==> src/rtl/yj_basic_signal_sync_deb_pkg.sv <==
// Shared types for the synchronizer/debouncer: per-channel debounce state
// and the threshold test used by every channel cell.
package yj_basic_signal_sync_deb_pkg;

  typedef enum logic {
    DEB_STABLE  = 1'b0,
    DEB_PENDING = 1'b1
  } deb_state_e;

  // Counts are zero-extended to 16 bits so one helper serves every DEB_W.
  // Using >= lets a lowered limit take effect on the very next edge.
  function automatic logic limitReached(input logic [15:0] cnt, input logic [15:0] lim);
    return (cnt >= lim);
  endfunction

endpackage

==> src/rtl/yj_basic_signal_sync_deb_cell.sv <==
// One channel of debounce filtering: a STABLE/PENDING counter that only lets
// the synchronized level through after it has held long enough.
module yj_basic_deb_cell
  import yj_basic_signal_sync_deb_pkg::*;
#(
  parameter int   DEB_W  = 4,
  parameter logic RSTVAL = 1'b0
) (
  input  logic             CLK,
  input  logic             RST,
  input  logic             sync_i,
  input  logic [DEB_W-1:0] deb_limit_i,
  input  logic             bypass_i,
  output logic             dout_o,
  output logic             rise_o,
  output logic             fall_o,
  output logic             edge_o
);

  deb_state_e       state_q, state_d;
  logic [DEB_W-1:0] cnt_q, cnt_d;
  logic             dout_q, dout_d;
  logic             rise_q, fall_q;

  // Edge flags are registered from the next-state so they line up with the
  // first cycle in which dout shows its new value.
  always_ff @(posedge CLK) begin
    if (RST) begin
      state_q <= DEB_STABLE;
      cnt_q   <= '0;
      dout_q  <= RSTVAL;
      rise_q  <= 1'b0;
      fall_q  <= 1'b0;
    end else begin
      state_q <= state_d;
      cnt_q   <= cnt_d;
      dout_q  <= dout_d;
      rise_q  <= dout_d & ~dout_q;
      fall_q  <= ~dout_d & dout_q;
    end
  end

  always_comb begin
    state_d = state_q;
    cnt_d   = cnt_q;
    dout_d  = dout_q;
    if (bypass_i) begin
      state_d = DEB_STABLE;
      cnt_d   = '0;
      dout_d  = sync_i;
    end else begin
      case (state_q)
        DEB_STABLE: begin
          if (sync_i != dout_q) begin
            state_d = DEB_PENDING;
            cnt_d   = '0;
          end
        end
        DEB_PENDING: begin
          if (sync_i == dout_q) begin
            state_d = DEB_STABLE;
            cnt_d   = '0;
          end else if (limitReached(16'(cnt_q), 16'(deb_limit_i))) begin
            state_d = DEB_STABLE;
            cnt_d   = '0;
            dout_d  = sync_i;
          end else begin
            // Cannot wrap: at the all-ones count limitReached is always true.
            cnt_d = cnt_q + DEB_W'(1);
          end
        end
      endcase
    end
  end

  assign dout_o = dout_q;
  assign rise_o = rise_q;
  assign fall_o = fall_q;
  assign edge_o = dout_d ^ dout_q;

endmodule

==> src/rtl/yj_basic_signal_sync_deb.sv <==
// Multi-channel input conditioner: a per-bit synchronizer chain feeding one
// debounce cell per channel, plus a registered any-change flag.
module yj_basic_signal_sync_deb
  import yj_basic_signal_sync_deb_pkg::*;
#(
  parameter int   CH          = 8,
  parameter int   SYNC_STAGES = 2,
  parameter int   DEB_W       = 4,
  parameter logic RSTVAL      = 1'b0
) (
  input  logic             CLK,
  input  logic             RST,
  input  logic [CH-1:0]    din,
  input  logic [DEB_W-1:0] deb_limit,
  input  logic             bypass,
  output logic [CH-1:0]    dout,
  output logic [CH-1:0]    rise,
  output logic [CH-1:0]    fall,
  output logic             chg
);

  logic [CH-1:0] sync_q [SYNC_STAGES];
  logic [CH-1:0] edge_w;
  logic          chg_q;

  // Stage 0 is the only flop that sees the asynchronous inputs.
  always_ff @(posedge CLK) begin
    if (RST) begin
      for (int k = 0; k < SYNC_STAGES; k++) begin
        sync_q[k] <= {CH{RSTVAL}};
      end
    end else begin
      sync_q[0] <= din;
      for (int k = 1; k < SYNC_STAGES; k++) begin
        sync_q[k] <= sync_q[k-1];
      end
    end
  end

  for (genvar i = 0; i < CH; i++) begin : g_cell
    yj_basic_deb_cell #(
      .DEB_W  (DEB_W),
      .RSTVAL (RSTVAL)
    ) u_cell (
      .CLK         (CLK),
      .RST         (RST),
      .sync_i      (sync_q[SYNC_STAGES-1][i]),
      .deb_limit_i (deb_limit),
      .bypass_i    (bypass),
      .dout_o      (dout[i]),
      .rise_o      (rise[i]),
      .fall_o      (fall[i]),
      .edge_o      (edge_w[i])
    );
  end

  // Built from the cells' next-edge flags so chg lands with rise/fall.
  always_ff @(posedge CLK) begin
    if (RST) begin
      chg_q <= 1'b0;
    end else begin
      chg_q <= |edge_w;
    end
  end

  assign chg = chg_q;

endmodule

==> config.mk <==
export PLATFORM = sky130hd
export DESIGN_NAME = yj_basic_signal_sync_deb
export DESIGN_NICKNAME = d
export VERILOG_FILES = /design/src/rtl/yj_basic_signal_sync_deb_pkg.sv /design/src/rtl/yj_basic_signal_sync_deb_cell.sv /design/src/rtl/yj_basic_signal_sync_deb.sv
export SDC_FILE = /design/constraint.sdc
export NUM_CORES = 1
export LEC_CHECK = 0
export ABC_AREA = 1
export BUFFER_PORTS_ARGS = -buffer_cell sky130_fd_sc_hd__buf_2
export CAP_MARGIN = 0
export CORE_MARGIN = 2
export CORE_UTILIZATION = 43
export CTS_CLUSTER_DIAMETER = 120
export DETAILED_ROUTE_END_ITERATION = 8
export GPL_TIMING_DRIVEN = 0
export SLEW_MARGIN = 20
export SYNTH_ARGS = -nofsm -noshare
export SYNTH_HDL_FRONTEND = slang
export SYNTH_SLANG_ARGS = --single-unit
export TNS_END_PERCENT = 100
==> constraint.sdc <==
create_clock -name CLK -period 4.9 [get_ports CLK]
set_input_delay 0.735 -clock CLK [delete_from_list [all_inputs] [get_ports CLK]]
set_output_delay 0.735 -clock CLK [all_outputs]
set_load 0.1 [all_outputs]
After elaboration in Yosys (flattened, before gate mapping):

Memories as Yosys holds them, arrays and structs flattened.
Cells that the tools add are included.

* bits in registers: 65
* RAM bits: 16
* input port bits: 15
* output and inout port bits: 25
* memories: 1

* $add $sub $neg: 8
* $lt $le $gt $ge: 8
* eq/ne operators: 24
* mux-type cells: 101
* bitwise logic cells: 50
* reduce and logical (&&, ||, !) cells: 2

Memories
* sync_q: words 2, width 8, rd ports 2, clocked after Yosys merged registers in 0, wr ports 2, line yj_basic_signal_sync_deb.sv:22 `logic [CH-1:0] sync_q [SYNC_STAGES];`

Operators by type and width (count)
* $mux W4: 24
* $pmux W4 S2: 8
* $mux W1: 59
* $add A4 B1 Y4 const B: 8
* $ge A4 B4 Y1: 8
* $not A1 Y1: 24
* $and A1 B1 Y1: 16
* $mux W8: 2
* $ne A2 B1 Y1 const B: 8
* $pmux W1 S2: 8
* $eq A1 B1 Y1: 8
* $ne A1 B1 Y1: 8
* $reduce_or A8 Y1: 1
* $xor A1 B1 Y1: 8
* $or A1 B1 Y1: 2
* $reduce_or A2 Y1: 1

Longest topological paths before layout:

Gate-level depths: netlist of run 1.

* word-level depth: 7
* mapped depth: 16
* depth with buffers taken out: 16

By module:

From an unflattened synthesis of run 1, not the netlist that was laid out.

* cells, all modules: 627
* area total of the unflattened synthesis: 4670.7 um^2

By module, submodules not included
* yj_basic_deb_cell: times used 8, cells each 71, area an instance 519.2 um^2, seq. area each 160.2 um^2
* yj_basic_signal_sync_deb: times used 1, cells each 59, area an instance 516.7 um^2, seq. area each 340.3 um^2

Least setup slack after synthesis of run 1:

OpenSTA, ideal clock, no wires.

* path kind: input-to-reg
* start point: input port deb_limit[3]
* end point: register chg_q, in the netlist chg
* setup time: 0.118 ns
* data arrival time: 2.250 ns
* data required time: 4.782 ns
* slack: 2.532 ns
* stages: 12
* buffers on the path: 0
* path through: inv_1 ha_1 a21oi_4 nand3_2 nand2_2 nand3_1 nand2_2 inv_1 ha_1 nand4_1 nor2_1 nor2_1

* longest elaborated chain between the ends: 7
* elaborated cells on any way between the ends: 49
* classes of those cells: 8 x order compare; 32 x mux; 8 x bitwise; 1 x reduce/logical

RTL lines
* start: declaration: line yj_basic_signal_sync_deb.sv:14 `input logic [DEB_W-1:0] deb_limit,`
* $ge A4 B4 Y1: line yj_basic_signal_sync_deb_pkg.sv:13 `return (cnt >= lim);`
* $mux W1: line yj_basic_signal_sync_deb_cell.sv:63 `end else if (limitReached(16'(cnt_q), 16'(deb_limit_i))) begin`
* $mux W1: line yj_basic_signal_sync_deb_cell.sv:60 `if (sync_i == dout_q) begin`
* $mux W1: line yj_basic_signal_sync_deb_cell.sv:52 `case (state_q)`
* $mux W1: line yj_basic_signal_sync_deb_cell.sv:47 `if (bypass_i) begin`
* net g_cell[5].u_cell.dout_d: line yj_basic_signal_sync_deb_cell.sv:22 `logic dout_q, dout_d;`
* $xor A1 B1 Y1: line yj_basic_signal_sync_deb_cell.sv:79 `assign edge_o = dout_d ^ dout_q;`
* $reduce_or A8 Y1: line yj_basic_signal_sync_deb.sv:62 `chg_q <= |edge_w;`
* end signal: assignment: line yj_basic_signal_sync_deb.sv:62
* end: declaration: line yj_basic_signal_sync_deb.sv:24 `logic chg_q;`

The timed path passes the listed nets, and every way through them passes these cells.
A chain may end at the register's enable or synchronous reset.

Worst setup path after layout of run 1:

* start point: input port deb_limit[3]
* end point: register chg_q, in the netlist chg

* longest elaborated chain between the ends: 7
* elaborated cells on any way between the ends: 49
* classes of those cells: 8 x order compare; 32 x mux; 8 x bitwise; 1 x reduce/logical

RTL lines (line)
* $ge A4 B4 Y1: yj_basic_signal_sync_deb_pkg.sv:13
* $mux W1: yj_basic_signal_sync_deb_cell.sv:63
* $mux W1: yj_basic_signal_sync_deb_cell.sv:60
* $mux W1: yj_basic_signal_sync_deb_cell.sv:52
* $mux W1: yj_basic_signal_sync_deb_cell.sv:47
* net g_cell[4].u_cell.dout_d: yj_basic_signal_sync_deb_cell.sv:22
* $xor A1 B1 Y1: yj_basic_signal_sync_deb_cell.sv:79
* $reduce_or A8 Y1: yj_basic_signal_sync_deb.sv:62

The timed path passes the listed nets, and every way through them passes these cells.

==> results.md, run 1 <==
Status:
- The run finished with clean final reports.

Layout:
- The fraction of layout instances using a drive strength above 1 is 19.0%.
- The number of nets in the finished design is 729.
- The layout-stage area growth over the synthesis result is 13.2%.
- The finished cells cover 5340 um2.
- The antenna cell count is 0.

STA:
- Setup violations remaining at the end of the flow were counted as 0.
- Setup slack closes at 2.42 ns.
- After routing, the total negative slack on setup checks comes to 0 ns.
- The clock arrives with 0.00788 ns of skew.
- The worst path needs 2.48 ns of the cycle, external delays included.
- For the pin with the worst max-slew slack, the measured transition is 0.488 ns.
- The headroom to the max-slew limit is 67.7%.
- Based on the critical path, the design can be clocked at up to 0.403 GHz.
- The final worst-path cycle share is 50.7%.
- Setup repair after global routing left no endpoint under its margin.
- The final hold violation count is 0.
- The final-report max-slew violation count is 0.

Detailed routing:
- After detailed routing, the number of remaining DRC violations is 0.
- The detail route stage leaves a number of antenna-violating nets equal to 0.
- The total via count in the routed design is 3799.
- For this block, the initial DRC count from the detailed router was 189.
- The first-pass iteration count of the detailed router is 4.
- Wires add up to 9580 um.
- Dividing the detail-routed wire length by the instance count gives 11.9 um.
- The number of vias per cell after detailed routing is 4.73.

Clock network:
- After clock tree synthesis, the clock-pin slew on the worst setup and hold paths is 0.08 ns.
- The clock latency of the later-clocked register in the worst-skew pair is 0.36 ns.
- In this run, post-CTS hold repair placed 0 buffers.
- For this design, the sink count on the clock tree is 81.
- The number of H-tree levels is 3.
- The root buffer selected by CTS is sky130_fd_sc_hd__clkbuf_8.
- The number of clock buffers inserted by TritonCTS is 9.
- The number of cells upsized or downsized after cts is 0.
- The CTS tree is yes.
- In this run the deepest clock path goes through 2 buffers.
- The count of buffers added by post-CTS timing repair for setup is 0.

Job:
- The number of maximum-capacitance violations is 0.

Yosys:
- The post-synthesis net count is 680.
- The combined area of all synthesized cells is 4720 um2.
- The share of async-settable or async-resettable flops after synthesis is 0%.
- The number of flops mapped to enable cells by yosys is 0.
- The post-synthesis sequential element count is 81.
- Synthesis produced a netlist whose cell count is 609.
- The share of the Yosys chip area taken by registers is 34.3%.
- The mean post-synth cell area is 7.75 um2.
- The predominant post-synthesis flop cell is sky130_fd_sc_hd__dfxtp_1.
- The count of unique library cells instantiated by Yosys is 23.
- The total number of yosys warnings is 0.

Power and ir drop:
- The power density normalized to cell area is 296 nW/um2.
- The leakage power of the design is 2.66 nW.
- IR analysis of the VDD net gives a maximum drop of 0.000152 V.

Floorplan:
- For this configuration, the core starts out at a cell density of 43.7%.
- The die span in x is 109 um.
- The height of the chip is 109 um.
- For this design the top-level I/O count stands at 40.
- The core region is 10800 um2.
- The floorplan has 38 rows.
- The area of the die is 11800 um2.

Global routing:
- The via count of the first global-routing pass is 3587.
- The number of antenna violations at the first check in global routing is 0.
- The total routing usage reported by global routing is 17.6%.
- The wire length of the first global-routing pass is 16300 um.
- The maximum number of pins on one net before global-route repair is 14.
- The overall overflow remaining after global route is 0.

Setup path:
- The number of cells on the worst reg-to-reg path is 11.
- Of all nets on the critical path, the largest fanout is 8.
- The worst register-to-register path ends at chg$_SDFF_PP0_.
- The endpoint kind of the worst setup timing path is a flop.
- Data arrives at the worst endpoint at 2.74 ns.
- The worst reg2reg path startpoint is g_cell[4].u_cell.cnt_q[3]$_SDFFE_PP0P_.
- On the critical path the largest part of the delay comes from simple AND/OR/NAND/NOR gates.
- The critical path goes through buf_2 > inv_1 > ha_1 > a21oi_4 > nand3_1 > nand2_1 > nand3_1 > nand2_2 > inv_1 > ha_1 > nand4_1 > nor2_1 > nor2_1.
- The critical path in this run is classified as in2reg.
- The worst register-to-register path has a setup slack of 2.84 ns.
- At the worst endpoint, the required time is 5.15 ns.
- The nature of the critical path startpoint is an input port.
- Among all stages on the critical path, the largest delay is contributed by sky130_fd_sc_hd__ha_1.
- Counting both buffers and inverters, the worst setup path holds a total of 3.
- The maximum cell stage delay along the critical path is 0.35 ns.

Placed design:
- The number of port buffers is 38.
- The total half-perimeter wirelength after legalization and detailed placement is 7220 um.
- The weighted congestion at the end of routability-driven global placement is 0.767.
- The worst setup timing slack at the placement stage is 2.00 ns.
- The instance area after placement is 5090 um2.

Min path:
- The hold path startpoint is sync_q[0][5]$_SDFF_PP0_.
- The end point of the most critical hold path is sync_q[0][13]$_SDFF_PP0_.
- The worst hold path belongs to the class reg2reg.
- The count of cells along the worst hold path is 2.
==> cell type report <==
class,instances,area (um2)
repair buffers,38,190
inverters,115,432
fillers,1005,5450
flip-flops and latches,81,1620
clock buffers,10,128
well taps,140,175
multi-input cells,380,2440
clock inverters,6,130
plain buffers,33,229
==> logic make-up (layout without fill, tap and decap cells) <==
logic type | after synthesis | after routing | share of synthesized area (%)
xor+xnor | 24 | 24 | 4.45
compound gates | 56 | 56 | 7.85
buf+inv | 148 | 202 | 14.0
fa+ha+maj | 56 | 56 | 14.8
simple gates | 244 | 244 | 24.5
flops | 81 | 81 | 34.3
==> placed cells by master (no fill, tap or decap) <==
cell type,Yosys,routed
sky130_fd_sc_hd__a21oi_1,32,32
sky130_fd_sc_hd__a21oi_4,8,8
sky130_fd_sc_hd__and2_1,2,2
sky130_fd_sc_hd__buf_2,6,44
sky130_fd_sc_hd__buf_4,26,26
sky130_fd_sc_hd__bufinv_16,0,4
sky130_fd_sc_hd__clkbuf_1,1,2
sky130_fd_sc_hd__clkbuf_8,0,9
sky130_fd_sc_hd__clkinv_2,0,2
sky130_fd_sc_hd__dfxtp_1,81,81
sky130_fd_sc_hd__ha_1,56,56
sky130_fd_sc_hd__inv_1,113,113
sky130_fd_sc_hd__inv_2,2,2
sky130_fd_sc_hd__nand2_1,91,91
sky130_fd_sc_hd__nand2_2,12,12
sky130_fd_sc_hd__nand3_1,28,28
sky130_fd_sc_hd__nand3_2,4,4
sky130_fd_sc_hd__nand4_1,34,34
sky130_fd_sc_hd__nor2_1,57,57
sky130_fd_sc_hd__nor2_2,11,11
sky130_fd_sc_hd__nor2_4,4,4
sky130_fd_sc_hd__nor3b_1,1,1
sky130_fd_sc_hd__o21ai_0,12,12
sky130_fd_sc_hd__o21ai_1,4,4
sky130_fd_sc_hd__xnor2_1,16,16
sky130_fd_sc_hd__xor2_1,8,8
==> metrics by stage <==
step                      util [%]  std cells  hold WS [ns]  total power [mW]
after floorplan                  -        609         0.388             0.911
after global placement        47.1        787         0.391             0.959
after detailed placement      47.1        787         0.395             0.966
after CTS                     49.5        803         0.408              1.60
after global routing          49.5        803         0.423              1.65
final                         49.5        803         0.403              1.58
==> power breakdown <==
group | total [mW] | leakage, nW | switching, mW | internal (mW)
Combinational | 0.259 | 1.87 | 0.185 | 0.0736
Clock | 0.632 | 0.130 | 0.244 | 0.388
Sequential | 0.689 | 0.660 | 0.0115 | 0.677
Total | 1.58 | 2.66 | 0.440 | 1.14
==> worst max path at each step <==
| stage | startpoint | to | slack, ns | cells past startpoint |
|---|---|---|---|---|
| 2_1_floorplan | deb_limit[3] | chg$_SDFF_PP0_ | 2.53 | 12 |
| 3_3_place_gp | deb_limit[3] | chg$_SDFF_PP0_ | 2.02 | 13 |
| 3_5_place_dp | deb_limit[3] | chg$_SDFF_PP0_ | 2.00 | 13 |
| 4_1_cts | deb_limit[3] | chg$_SDFF_PP0_ | 2.39 | 13 |
| 5_1_grt | deb_limit[3] | chg$_SDFF_PP0_ | 2.20 | 13 |
| 6_report | deb_limit[3] | chg$_SDFF_PP0_ | 2.42 | 13 |
==> synthesized netlist by cell type (8+ instances only) <==
master | n | area share, %
sky130_fd_sc_hd__inv_1 | 113 | 9.0
sky130_fd_sc_hd__nand2_1 | 91 | 7.2
sky130_fd_sc_hd__dfxtp_1 | 81 | 34
sky130_fd_sc_hd__nor2_1 | 57 | 4.5
sky130_fd_sc_hd__ha_1 | 56 | 15
sky130_fd_sc_hd__nand4_1 | 34 | 4.5
sky130_fd_sc_hd__a21oi_1 | 32 | 3.4
sky130_fd_sc_hd__nand3_1 | 28 | 3.0
sky130_fd_sc_hd__buf_4 | 26 | 4.1
sky130_fd_sc_hd__xnor2_1 | 16 | 3.0
sky130_fd_sc_hd__nand2_2 | 12 | 1.6
sky130_fd_sc_hd__o21ai_0 | 12 | 1.3
sky130_fd_sc_hd__nor2_2 | 11 | 1.5
sky130_fd_sc_hd__a21oi_4 | 8 | 2.8
sky130_fd_sc_hd__xor2_1 | 8 | 1.5
==> registers in the layout, summed over array words and instances (netlist names) <==
name                   count
g_cell.u_cell.cnt_q       32
sync_q                    16
g_cell.u_cell.dout_o       8
g_cell.u_cell.fall_o       8
g_cell.u_cell.rise_o       8
g_cell.u_cell.state_q      8
chg                        1
==> worst register-to-register path, cell delays in order (launching register included) <==
cell and delay, ns:
sky130_fd_sc_hd__dfxtp_1 0.34, sky130_fd_sc_hd__ha_1 0.34, sky130_fd_sc_hd__a21oi_4 0.19, sky130_fd_sc_hd__nand3_1 0.11, sky130_fd_sc_hd__nand2_1 0.17, sky130_fd_sc_hd__nand3_1 0.11
sky130_fd_sc_hd__nand2_2 0.11, sky130_fd_sc_hd__inv_1 0.05, sky130_fd_sc_hd__ha_1 0.30, sky130_fd_sc_hd__nand4_1 0.09, sky130_fd_sc_hd__nor2_1 0.11, sky130_fd_sc_hd__nor2_1 0.05
==> routing by layer <==
layer  GRT usage (%)  up-vias  wire length, um
li1                -     1996                -
met1            22.1     1722             4400
met2            29.3       65             4590
met3            3.11       16              375
met4            8.42        0              213
met5               0        -                0
Power figures use the tool's default switching activity.
==> run 2, diff against run 1 <==
==> constraint.sdc (replaced) <==
create_clock -name CLK -period 2 [get_ports CLK]
set_input_delay 0.3 -clock CLK [delete_from_list [all_inputs] [get_ports CLK]]
set_output_delay 0.3 -clock CLK [all_outputs]
set_load 0.1 [all_outputs]
==> run 2 against run 1 <==
Total power rose to 2.5 times the previous value. Global-route usage rose by 0.62 points. Sequential power is 150% higher. Routed wire length is 13% higher. Final cell count up 4.0%. Die area did not move. Largest power group unchanged. Clock skew rose by 0.0017 ns. Utilization grew 7.6 points.
==> results.md, run 2 (synthesis results as in run 1) <==
Global routing:
- Summed over all layers, the global routing overflow is 0.
- The first global-routing pass estimated 16800 um of wire.
- The number of antenna violations at the first check in global routing is 0.
- The via count of the first global-routing pass is 3685.
- Entering global routing, the biggest net connects 14 pins.
- Across every metal layer, demand over resource in global routing totals 18.3%.

Layout:
- The layout-stage area growth over the synthesis result is 30.6%.
- The final instance area is 6160 um2.
- The net count of the finished layout is 761.
- The largest registers in the layout are g_cell.u_cell.cnt_q (32), sync_q (16).
- The post-route netlist has 36.1% of its cells at a drive strength greater than 1.
- Fill cells in the final layout number 928.
- The number of antenna diodes in the final layout is 0.
- In the layout the commonest cells are sky130_fd_sc_hd__inv_1, sky130_fd_sc_hd__nand2_1, sky130_fd_sc_hd__nor2_1.
- The number of flip-flops under the largest register name is 32.
- The final standard cell count with taps included and fillers excluded is 835.
- The leading cell type in the layout, fill and taps excluded is sky130_fd_sc_hd__inv_1.
- The largest register by flop count is g_cell.u_cell.cnt_q.

Status:
- The run finished with clean final reports.

Floorplan:
- The total area inside the core boundary comes to 10800 um2.
- The number of cell rows is 38.
- The top-level I/O count is 40.
- The area of the die is 11800 um2.
- The die span in x is 109 um.
- The height of the chip is 109 um.
- The initial cell density of the core is 43.7%.

Setup path:
- Of all nets on the critical path, the largest fanout is 3.
- The worst endpoint data arrival time is 2.14 ns.
- The nature of the critical path startpoint is a flop.
- The critical path class is reg2reg.
- The worst setup path is captured at a flop.
- Data on the critical path is required at its endpoint by 2.25 ns.

Clock network:
- TritonCTS built the clock tree.
- The clock net in this run drives a total of 81 sinks.
- The number of H-tree levels is 3.
- The cell sitting at the root of the clock tree is a sky130_fd_sc_hd__clkbuf_8.
- The number of clock buffers inserted by TritonCTS is 9.
- Counting along the longest clock path gives a buffer depth of 2.
- The clock latency of the later-clocked register in the worst-skew pair is 0.36 ns.
- The clock edge transition at the registers on the reported setup and hold paths is 0.08 ns.

Min path:
- The path class of the lowest-slack min-delay path is in2reg.

Detailed routing:
- The number of vias per cell after detailed routing is 4.79.
- For this run, the detailed router's first-pass iteration total came to 4.
- The final route contains 3999 vias.
- The final routed wirelength across all metal layers is 10800 um.
- The initial detailed-routing violation count is 208.
- The number of nets with antenna violations after routing is 0.
- Dividing the detail-routed wire length by the instance count gives 12.9 um.
- For this run, design rule violations remaining after detail routing come to 0.

Job:
- The number of maximum-capacitance violations is 0.

STA:
- The highest clock rate is 0.530 GHz.
- The worst path in the final design needs a cycle of 1.89 ns, including I/O delays and setup.
- The final worst-path cycle share is 94.3%.
- The final-report max-slew violation count is 0.
- The number of endpoints failing setup at the final stage is 0.
- The final hold violation count is 0.
- The setup skew after layout is 0.00956 ns.
- Headroom to the max-slew limit came out at 67.7%.
- The transition time at the pin with the least slew margin is 0.488 ns.

Placed design:
- The cell count after placement is 787.
- The weighted congestion at the end of routability-driven global placement is 0.767.
- After legalization and detailed placement, the total HPWL measured 7220 um.
- The number of port buffers is 38.
- The instance area after placement is 5090 um2.

Power and ir drop:
- After layout, the design draws a total of 4.01 mW.
- The power density normalized to cell area is 651 nW/um2.
- The leakage power of the design is 2.89 nW.
- IR analysis of the VDD net gives a maximum drop of 0.000379 V.
run 2: cell type report:
class | instances | area [um2] | area share, %
multi-input cells | 380 | 2920 | 47.4
inverters | 115 | 443 | 7.19
flip-flops and latches | 81 | 1660 | 27.0
repair buffers | 70 | 477 | 7.73
plain buffers | 33 | 229 | 3.71
well taps | 140 | 175 | 2.84
clock buffers | 10 | 128 | 2.07
clock inverters | 6 | 130 | 2.11
run 2: repair_timing:
item                                    CTS  global route
hold buffers                              0             0
pin swaps                                 5            34
gates resized for setup                  11            95
setup buffers                             9            23
endpoints found under the setup margin    1             1
hold endpoints to repair                  0             0
run 2: critical path, cell delays in order (launching register included):
cell	delay, ns
sky130_fd_sc_hd__dfxtp_2	0.36
sky130_fd_sc_hd__inv_2	0.05
sky130_fd_sc_hd__ha_1	0.30
sky130_fd_sc_hd__nand4_1	0.12
sky130_fd_sc_hd__nand3_2	0.12
sky130_fd_sc_hd__nand2_4	0.07
sky130_fd_sc_hd__nand2_2	0.06
sky130_fd_sc_hd__nand2_2	0.05
sky130_fd_sc_hd__nand2_2	0.08
sky130_fd_sc_hd__inv_2	0.05
sky130_fd_sc_hd__ha_4	0.26
sky130_fd_sc_hd__nand4_1	0.10
sky130_fd_sc_hd__nor2_1	0.11
sky130_fd_sc_hd__nor2_1	0.05
run 2: layer usage:
metal	GRT usage (%)	wire (um)
met2	30.8	5280
met4	8.79	248
met5	0	0
met1	22.4	4790
met3	3.35	469
run 2: worst paths after layout:
path | startpoint | endpoint | slack, ns | cells after the start
hold reg to reg | sync_q[0][5]$_SDFF_PP0_ | sync_q[0][13]$_SDFF_PP0_ | 0.40 | 2
setup reg to reg | g_cell[1].u_cell.cnt_q[0]$_SDFFE_PP0P_ | chg$_SDFF_PP0_ | 0.11 | 13
setup / recovery | g_cell[1].u_cell.cnt_q[0]$_SDFFE_PP0P_ | chg$_SDFF_PP0_ | 0.11 | 13
hold / removal | din[4] | sync_q[0][4]$_SDFF_PP0_ | 0.13 | 3
run 2: report_power, final:
group          internal (mW)  switching (mW)  leakage, nW
Clock                  0.952           0.610        0.130
Sequential              1.66          0.0302        0.676
Combinational          0.260           0.502         2.09
run 2: through the flow:
| step | setup slack [ns] | TNS, ns | hold slack [ns] | utilization, % |
|---|---|---|---|---|
| global placement | -0.449 | -2.16 | 0.391 | 47.1 |
| finish | 0.114 | 0 | 0.134 | 57.1 |
| detailed placement | -0.463 | -2.39 | 0.395 | 47.1 |
| floorplan | 0.0673 | 0 | 0.388 | - |
| CTS | 0.00465 | 0 | 0.123 | 51.2 |
| global route | -0.0292 | -0.0292 | 0.133 | 57.1 |
==> run 3, diff against run 2 <==
--- a/config.mk
+++ b/config.mk
@@ -8,7 +8,6 @@
 export ABC_AREA = 1
 export BUFFER_PORTS_ARGS = -buffer_cell sky130_fd_sc_hd__buf_2
 export CAP_MARGIN = 0
-export CORE_MARGIN = 2
 export CORE_UTILIZATION = 43
 export CTS_CLUSTER_DIAMETER = 120
 export DETAILED_ROUTE_END_ITERATION = 8
==> run 3 against run 2 <==
Clock skew barely moved. Utilization fell by 1.6 points. Global-route usage grew 0.51 points. Critical path type unchanged. Via count decreased by 1.5%. Design area decreased by 5.8%. Highest routed layer unchanged.
==> results.md, run 3 (synthesis results as in run 1) <==
Clock network:
- CTS saw 81 sinks.
- The H-tree was split into 3 levels.
- The number of clock buffers inserted by TritonCTS is 9.
- The clock passes through at most 2 buffers.
- The root buffer selected by CTS is sky130_fd_sc_hd__clkbuf_8.
- After clock tree synthesis, the clock-pin slew on the worst setup and hold paths is 0.08 ns.
- Buffers inserted to repair hold after CTS numbered 0.
- The clock reaches the later pin of the worst-skew pair after 0.36 ns.
- TritonCTS built the clock tree.

STA:
- The setup skew after layout is 0.00963 ns.
- The final-report max-slew violation count is 0.
- Setup slack closes at 0.0972 ns.
- The final worst-path cycle share is 95.1%.
- The number of endpoints failing setup at the final stage is 0.
- The final hold violation count is 0.
- The setup TNS after final layout is 0 ns.
- In this run the tightest slew margin relative to its limit is 67.5%.
- For this run, the top clock speed supported by timing is 0.526 GHz.
- The clock period could shrink to 1.90 ns.
- Hold timing on the final database bottoms out at a slack of 0.136 ns.
- At the pin with the least slew margin, the transition time is 0.492 ns.

Power and ir drop:
- The final total power is 3.45 mW.
- For this design the ratio of total power to cell area is 593 nW/um2.
- The analysis attributes to cell leakage a power of 2.76 nW.
- The worst voltage drop across the vdd grid is 0.000474 V.

Status:
- The flow ran to the end, and the final reports show no timing, DRC or antenna violations.

Floorplan:
- The height of the chip is 107 um.
- The die span in x is 107 um.
- The number of cell rows is 37.
- During I/O placement, the number of pins put on the boundary was 40.
- For this configuration, the core starts out at a cell density of 45.1%.
- The placeable core region is 10500 um2.
- The die covers 11400 um2.

Placed design:
- The congestion estimate from routability-driven global placement came to 0.786.
- The number of port buffers is 38.
- OpenSTA, run right after detailed placement, puts the worst setup slack at -0.458 ns.
- After legalization and detailed placement, the total HPWL measured 7330 um.

Global routing:
- For this run the aggregate overflow at the end of global routing stands at 0.
- The number of antenna violations at the first check in global routing was 0.
- Global routing used 18.8% of the available tracks.
- The via count of the first global-routing pass is 3772.
- The wire length of the first global-routing pass is 16700 um.
- Entering global routing, the biggest net connects 13 pins.

Setup path:
- STA classifies the critical path startpoint as a flop.
- The endpoint kind of the worst setup timing path is a flop.
- Data on the critical path is required at its endpoint by 2.25 ns.
- The worst setup path is of the reg2reg kind.
- Of all nets on the critical path, the largest fanout is 3.
- STA puts the critical path data arrival time at 2.16 ns.

Layout:
- For this run, the share of the core covered by cells in the final layout is 55.5%.
- The post-route netlist has 31.2% of its cells at a drive strength greater than 1.
- The number of flip-flops under the largest register name is 32.
- 0 antenna diodes ended up in the layout.
- The largest registers in the layout are g_cell.u_cell.cnt_q (32), sync_q (16).
- The number of nets in the finished design is 747.
- The leading cell type in the layout, fill and taps excluded is sky130_fd_sc_hd__inv_1.
- g_cell.u_cell.cnt_q holds more flip-flops than any other register.
- In the layout the commonest cells are sky130_fd_sc_hd__inv_1, sky130_fd_sc_hd__nand2_1, sky130_fd_sc_hd__nor2_1.
- Compared with the post-synthesis result, the final layout area differs by 23.0%.

Detailed routing:
- The average wire length per cell after detail routing is 12.7 um.
- Once detail routing completed, the nets flagged for antenna violations numbered 0.
- The number of vias per cell after detailed routing is 4.83.
- The first-pass iteration count of the detailed router is 4.
- For this block, the initial DRC count from the detailed router was 156.
- In the routed design, unresolved DRC markers number 0.
- The total via count in the routed design is 3941.
- The final routed wirelength across all metal layers is 10300 um.

Min path:
- The tightest min-delay check is of the in2reg type.

Job:
- The number of maximum-capacitance violations is 0.
-- run 3: path summary, 6_finish.rpt --
kind,from,endpoint,slack (ns),cells past startpoint
worst max register to register,g_cell[0].u_cell.cnt_q[2]$_SDFFE_PP0P_,chg$_SDFF_PP0_,0.1,13
worst min register to register,sync_q[0][4]$_SDFF_PP0_,sync_q[0][12]$_SDFF_PP0_,0.40,2
worst max-delay path,g_cell[0].u_cell.cnt_q[2]$_SDFFE_PP0P_,chg$_SDFF_PP0_,0.1,13
worst min-delay path,din[3],sync_q[0][3]$_SDFF_PP0_,0.14,3
-- run 3: cell type report --
class / count / area (um2)
buffer: 33 / 229
clock buffer: 11 / 141
clock inverter: 4 / 20.0
fill: 1011 / 4660
inverter: 115 / 443
multi-input combinational: 380 / 2780
sequential: 81 / 1670
tap: 136 / 170
timing repair buffer: 56 / 350
-- run 3: critical path, stage by stage, from the launching register on --
cell	delay [ns]
sky130_fd_sc_hd__dfxtp_4	0.36
sky130_fd_sc_hd__ha_1	0.29
sky130_fd_sc_hd__nand2_1	0.06
sky130_fd_sc_hd__inv_1	0.04
sky130_fd_sc_hd__nand2_1	0.07
sky130_fd_sc_hd__nand3_2	0.10
sky130_fd_sc_hd__nand2_4	0.10
sky130_fd_sc_hd__nand3_1	0.09
sky130_fd_sc_hd__nand2_2	0.09
sky130_fd_sc_hd__inv_1	0.07
sky130_fd_sc_hd__ha_4	0.26
sky130_fd_sc_hd__nand4_1	0.10
sky130_fd_sc_hd__nor2_1	0.11
sky130_fd_sc_hd__nor2_1	0.04
-- run 3: layer usage --
| layer | wire length [um] | global-route usage [%] | vias up |
|---|---|---|---|
| met3 | 388 | 2.61 | 19 |
| met4 | 182 | 10.2 | 0 |
| met2 | 5030 | 32.5 | 57 |
| met1 | 4740 | 22.4 | 1817 |
| met5 | 0 | 0 | - |
| li1 | - | - | 2048 |
-- run 3: power breakdown --
part	switching, mW	internal (mW)
registers	0.0307	1.65
logic	0.481	0.228
clock network	0.582	0.470
total	1.09	2.35
-- run 3: through the flow --
stage / area, um2 / instances
after global routing: 5810 / 816
after detailed placement: 5080 / 783
after floorplan: 4720 / 609
after global placement: 5080 / 783
final: 5810 / 816
after CTS: 5350 / 805
-- run 3: timing repair --
item	4_1_cts	5_1_grt
gates resized for setup	7	69
pin swaps	4	18
buffers inserted	7	11
endpoints found under the setup margin	1	1
